[src/rtl/trace_pkg.sv]
// Shared types and constants for the pipeline execution monitor and its trace FIFO.
package trace_pkg;

  localparam int unsigned TR_XLEN = 64;
  localparam int unsigned PC_W    = 32;
  localparam int unsigned RD_W    = 5;
  localparam int unsigned TR_W    = PC_W + RD_W + TR_XLEN;

  // Event channel indices into the ev strobe vector
  localparam int unsigned EV_STALL    = 0;
  localparam int unsigned EV_FLUSH    = 1;
  localparam int unsigned EV_LOAD_USE = 2;
  localparam int unsigned EV_BR_TAKEN = 3;

  typedef enum logic [1:0] {
    ST_IDLE  = 2'd0,
    ST_RUN   = 2'd1,
    ST_DRAIN = 2'd2,
    ST_DONE  = 2'd3
  } run_state_e;

  typedef struct packed {
    logic [PC_W-1:0]    pc;
    logic [RD_W-1:0]    rd;
    logic [TR_XLEN-1:0] data;
  } trace_entry_t;

endpackage

[src/rtl/trace_fifo.sv]
// First-word-fall-through retirement trace FIFO with drop-newest or evict-oldest on overflow.
module trace_fifo
  import trace_pkg::*;
#(
  parameter int unsigned DEPTH     = 16,
  parameter int unsigned WIDTH     = TR_W,
  parameter int unsigned OVERWRITE = 0
) (
  input  logic                       clk,
  input  logic                       reset,
  input  logic                       clr,
  input  logic                       push,
  input  logic [WIDTH-1:0]           wdata,
  input  logic                       pop,
  output logic [WIDTH-1:0]           rdata,
  output logic                       full,
  output logic                       empty,
  output logic [$clog2(DEPTH):0]     count,
  output logic                       drop
);

  localparam int unsigned AW = $clog2(DEPTH);

  logic [AW:0]      wptr_q, wptr_d;
  logic [AW:0]      rptr_q, rptr_d;
  logic [AW:0]      count_q, count_d;
  logic [WIDTH-1:0] mem_q [DEPTH];
  logic             do_pop, do_write, evict, rd_adv;

  // Extra pointer MSB distinguishes full from empty when the indices match
  always_comb begin
    empty    = (wptr_q == rptr_q);
    full     = (wptr_q[AW] != rptr_q[AW]) && (wptr_q[AW-1:0] == rptr_q[AW-1:0]);
    do_pop   = pop & ~empty;
    do_write = push & (~full | do_pop | (OVERWRITE != 0));
    evict    = push & full & ~do_pop & (OVERWRITE != 0);
    drop     = push & full & ~do_pop;
    rd_adv   = do_pop | evict;
    wptr_d   = wptr_q + (AW+1)'(do_write);
    rptr_d   = rptr_q + (AW+1)'(rd_adv);
    count_d  = count_q;
    if (do_write && !rd_adv) begin
      count_d = count_q + (AW+1)'(1);
    end else if (rd_adv && !do_write) begin
      count_d = count_q - (AW+1)'(1);
    end
  end

  always_ff @(posedge clk or negedge reset) begin
    if (!reset) begin
      wptr_q  <= '0;
      rptr_q  <= '0;
      count_q <= '0;
    end else if (clr) begin
      wptr_q  <= '0;
      rptr_q  <= '0;
      count_q <= '0;
    end else begin
      wptr_q  <= wptr_d;
      rptr_q  <= rptr_d;
      count_q <= count_d;
    end
  end

  // Storage needs no reset; pointers define which entries are meaningful
  always_ff @(posedge clk) begin
    if (do_write && !clr) begin
      mem_q[wptr_q[AW-1:0]] <= wdata;
    end
  end

  assign rdata = mem_q[rptr_q[AW-1:0]];
  assign count = count_q;

endmodule

[src/rtl/pipe_trace_monitor.sv]
// Execution monitor beside the pipelined core: run-control FSM with drain window,
// saturating cycle/retire/event counters and a retirement trace FIFO.
module pipe_trace_monitor
  import trace_pkg::*;
#(
  parameter int unsigned XLEN      = 64,
  parameter int unsigned CNT_W     = 32,
  parameter int unsigned DEPTH     = 16,
  parameter int unsigned N_EV      = 4,
  parameter int unsigned DRAIN_CYC = 5,
  parameter int unsigned OVERWRITE = 0
) (
  input  logic                      clk,
  input  logic                      reset,
  input  logic                      start,
  input  logic                      clear,
  input  logic                      end_program,
  input  logic                      wb_valid,
  input  logic                      wb_we,
  input  logic [PC_W-1:0]           wb_pc,
  input  logic [RD_W-1:0]           wb_rd,
  input  logic [XLEN-1:0]           wb_data,
  input  logic [N_EV-1:0]           ev,
  output logic                      busy,
  output logic                      done,
  output logic [CNT_W-1:0]          cycles,
  output logic [CNT_W-1:0]          retired,
  output logic [N_EV*CNT_W-1:0]     ev_cnt,
  output logic [CNT_W-1:0]          dropped,
  input  logic                      tr_rd,
  output logic                      tr_valid,
  output logic [PC_W+RD_W+XLEN-1:0] tr_data,
  output logic [$clog2(DEPTH):0]    tr_count
);

  localparam int unsigned ENT_W = PC_W + RD_W + XLEN;
  localparam int unsigned DRN_W = (DRAIN_CYC > 2) ? $clog2(DRAIN_CYC) : 1;

  run_state_e                    state_q, state_d;
  logic [DRN_W-1:0]              drain_q, drain_d;
  logic                          busy_q, done_q;
  logic [CNT_W-1:0]              cycles_q, retired_q, dropped_q;
  logic [N_EV-1:0][CNT_W-1:0]    ev_q;
  logic                          active, push;
  logic                          fifo_full, fifo_empty, fifo_drop;

  assign active = (state_q == ST_RUN) || (state_q == ST_DRAIN);
  assign push   = active & ~clear & wb_valid & wb_we & (wb_rd != '0);

  // Run control: clear overrides every transition
  always_comb begin
    state_d = state_q;
    drain_d = drain_q;
    if (clear) begin
      state_d = ST_IDLE;
      drain_d = '0;
    end else begin
      case (state_q)
        ST_IDLE:  if (start) state_d = ST_RUN;
        ST_RUN: begin
          if (end_program) begin
            state_d = ST_DRAIN;
            drain_d = DRN_W'(DRAIN_CYC - 1);
          end
        end
        ST_DRAIN: begin
          if (drain_q == '0) state_d = ST_DONE;
          else               drain_d = drain_q - DRN_W'(1);
        end
        ST_DONE:  state_d = ST_DONE;
        default:  state_d = ST_IDLE;
      endcase
    end
  end

  always_ff @(posedge clk or negedge reset) begin
    if (!reset) begin
      state_q <= ST_IDLE;
      drain_q <= '0;
      busy_q  <= 1'b0;
      done_q  <= 1'b0;
    end else begin
      state_q <= state_d;
      drain_q <= drain_d;
      busy_q  <= (state_d == ST_RUN) || (state_d == ST_DRAIN);
      done_q  <= (state_d == ST_DONE);
    end
  end

  // Saturating counters, live only in RUN/DRAIN
  always_ff @(posedge clk or negedge reset) begin
    if (!reset) begin
      cycles_q  <= '0;
      retired_q <= '0;
      dropped_q <= '0;
      ev_q      <= '0;
    end else if (clear) begin
      cycles_q  <= '0;
      retired_q <= '0;
      dropped_q <= '0;
      ev_q      <= '0;
    end else if (active) begin
      if (cycles_q != '1)              cycles_q  <= cycles_q + CNT_W'(1);
      if (wb_valid && retired_q != '1) retired_q <= retired_q + CNT_W'(1);
      if (fifo_drop && dropped_q != '1) dropped_q <= dropped_q + CNT_W'(1);
      for (int k = 0; k < N_EV; k++) begin
        if (ev[k] && ev_q[k] != '1) ev_q[k] <= ev_q[k] + CNT_W'(1);
      end
    end
  end

  trace_fifo #(
    .DEPTH     (DEPTH),
    .WIDTH     (ENT_W),
    .OVERWRITE (OVERWRITE)
  ) u_fifo (
    .clk   (clk),
    .reset (reset),
    .clr   (clear),
    .push  (push),
    .wdata ({wb_pc, wb_rd, wb_data}),
    .pop   (tr_rd),
    .rdata (tr_data),
    .full  (fifo_full),
    .empty (fifo_empty),
    .count (tr_count),
    .drop  (fifo_drop)
  );

  // A drop can only arise from a push into a full FIFO
  a_drop_full : assert property (@(posedge clk) disable iff (!reset) fifo_drop |-> fifo_full);

  assign busy     = busy_q;
  assign done     = done_q;
  assign cycles   = cycles_q;
  assign retired  = retired_q;
  assign dropped  = dropped_q;
  assign ev_cnt   = ev_q;
  assign tr_valid = ~fifo_empty;

endmodule

[config.mk]
export PLATFORM = sky130hd
export DESIGN_NAME = pipe_trace_monitor
export DESIGN_NICKNAME = d
export VERILOG_FILES = /design/src/rtl/trace_pkg.sv /design/src/rtl/trace_fifo.sv /design/src/rtl/pipe_trace_monitor.sv
export SDC_FILE = /design/constraint.sdc
export NUM_CORES = 2
export LEC_CHECK = 0
export ABC_AREA = 0
export CAP_MARGIN = 20
export CORE_UTILIZATION = 45
export DETAILED_ROUTE_END_ITERATION = 8
export PLACE_DENSITY_LB_ADDON = 0.15
export SLEW_MARGIN = 20
export SYNTH_ARGS = -nofsm -noshare
export SYNTH_HDL_FRONTEND = slang
export SYNTH_HIERARCHICAL = 1
export SYNTH_SLANG_ARGS = --single-unit
[constraint.sdc]
create_clock -name clk -period 27.9 [get_ports clk]
set_input_delay 6.975 -clock clk [delete_from_list [all_inputs] [get_ports clk]]
set_output_delay 6.975 -clock clk [all_outputs]
set_load 0.02 [all_outputs]
==> impl_results.md <==
* Met2 GRT Util at 35.7%
* Placed cell count at 7015
* Overflow after GRT at 0
* Vias in the first global route at 42800
* Outcome: completed
* I/O pin count at 446
* Synth Cell Area at 76000 sq um
* Core Region at 167000 sq um
* Pwr/cell area at 68.3 nW/um^2
* Total clock buffers created by CTS at 195
* VDD IR-drop max at 0.0000699 V
* Clk slew on worst S/H paths at 0.06 ns
* DRC Markers at 0
* Die H at 413 um
* CP Launch Type: flip-flop
* RSZ-0062 raised after global routing: false
* Die W at 413 um
* Pre-CTS worst setup slack at 14.77 ns
* Worst-margin pin slew at 1.16 ns
* Setup Skew at 0.0269 ns
* Wirelength per Cell at 26.3 um
* Synth-to-layout area growth at 17.2%
* GR peak layer: met2
* Critical-path maximum fanout at 57
* Setup-failing EPs final at 0
* Worst EP arrival at 6.90 ns
* GPL Wtd Cong at 0.829
* Post-DP HPWL at 98700 um
* Share of post-route cells with drive strength above 1 at 14.7%
* Site Rows at 150
* Setup_tns at 0 ns
* Worst r2r src: u_fifo/rptr_q[0]
* Max Root-Sink Buffers at 3
* Final Max Tran Viols at 0
* Fin crit share at 49.7%
* Die area at 171000 sq um
* Worst Hold Launch: u_fifo/count[3]
* CTS Root Cell: clkbuf_16
* Final Critical Period at 13.87 ns
* Slew headroom at 22.6%
* Cts repair resizes at 0
* Max-cap viol count at 0
* GR Util met3 at 4.54%
* Crit path from: u_fifo/rptr_q[0]
* GRT Total Usage at 22.5%
* Worst skew pair latency at 0.83 ns
* # hold bufs at CTS at 0
* Port buffer count at 445
* Post-CTS setup buffers at 0
* Leakage at 0.0280 uW
* Fin cells at 7380
* Routed WL at 194000 um
* Final #Nets at 5146
* Initial antenna violation count at 27
* Final Util at 53.2%
* Initial Util at 45.4%
* Final worst setup slack at 14.03 ns
* Vias at 43700
* Syn nets at 4672
* Gate Count Post-Synth at 4536
* H-tree depth at 4
* Max Clk Rate at 72.1 MHz
* Met1 usage at 31.8%
* Final hold vios at 0
* Syn_area_per_cell at 16.8 sq um
* Largest net degree at the start of global routing at 130
* Via density per instance at 5.92
* TritonCTS Sinks at 1862
* Crit Path Class: flip-flop to output port
* Synthesis Warnings at 6
* First DRT Iteration DRCs at 4099
* Critical Path Sink Type: output port
* Worst Path Required at 20.92 ns
* Worst min-delay path class: flip-flop to flip-flop
* Pre-antenna DRT Iters at 7
* TritonCTS clock tree: yes
* First-pass GRT wire length at 284000 um
* Number of nets with antenna violations after routing at 0
[layout by cell type, fill, tap and decap left out, types with 29 or more instances in the layout]
master / instances
clkbuf_16: 199
o31ai_1: 52
nor2b_1: 32
edfxtp_1: 1616
clkdlybuf4s50_1: 443
buf_4: 59
dfrtp_1: 242
nand4_1: 83
xor2_1: 35
clkbuf_1: 43
mux2i_1: 311
a22oi_1: 101
nand3_1: 80
nand2_1: 191
nor2_1: 146
or3_1: 67
or4_1: 57
o21ai_0: 241
clkinv_1: 33
a21oi_1: 223
xnor2_1: 52
mux4_2: 202
mux2_2: 125
and3_1: 29
a221oi_1: 102
clkinv_2: 45
[routing by layer]
layer / part of all wire (%) / wire length [um] / vias to the layer above
met5: 0.085 / 164 / -
met4: 2.3 / 4400 / 26
met3: 6.4 / 12400 / 283
met2: 47 / 91200 / 1266
met1: 44 / 85800 / 22800
li1: - / - / 19300
[worst max-delay path: stages (launching register included)]
cell and delay (ns):
dfrtp_4 0.95, buf_4 0.85, buf_4 0.90, buf_4 0.80, buf_4 0.78, mux2_2 0.40, o21ai_0 0.14, a21oi_1 0.09
a22oi_1 0.22, nand2_1 0.14, clkdlybuf4s50_1 0.57
[metrics by stage]
step           power, uW  hold WS (ns)  area (sq um)
6_report            6090         0.527         89100
3_5_place_dp        3600         0.509         82800
4_1_cts             6150         0.533         89000
2_1_floorplan       3430         0.511         76000
5_1_grt             6290         0.569         89100
3_3_place_gp        3590         0.502         82800
[worst paths after layout]
check | endpoint | slack, ns | cells past startpoint
worst max-delay path | tr_data[4] | 14.03 | 10
worst min-delay path | u_fifo/count[3] | 0.53 | 2
worst max register to register | u_fifo/mem_q[3][11] | 22.73 | 8
worst min register to register | u_fifo/count[3] | 0.53 | 2
max in group asynchronous | u_fifo/rptr_q[1] | 20.09 | 2
min in group asynchronous | ev_cnt[95] | 6.28 | 1
[power by group]
part	internal (uW)	switching [uW]
sequential	3050	20.6
combinational	203	263
clock	1480	1070
[flip-flops by register name (all words and copies together) (netlist names)]
name	cells
u_fifo/wptr_q	5
drain_q	3
u_fifo/count	5
u_fifo/rptr_q	5
u_fifo/mem_q	1616
dropped	32
state_q	2
retired	32
busy	1
done	1
ev_cnt	128
cycles	32
[layout make-up]
class	count	area (sq um)
clock buffer	246	5200
antenna	6	15.0
tap	2204	2760
sequential	1862	54700
timing repair buffer	515	5130
inverter	26	97.6
clock inverter	111	1060
multi-input combinational	2410	20100
fill	13500	78300
No activity file was read; power rests on OpenSTA's default activity.
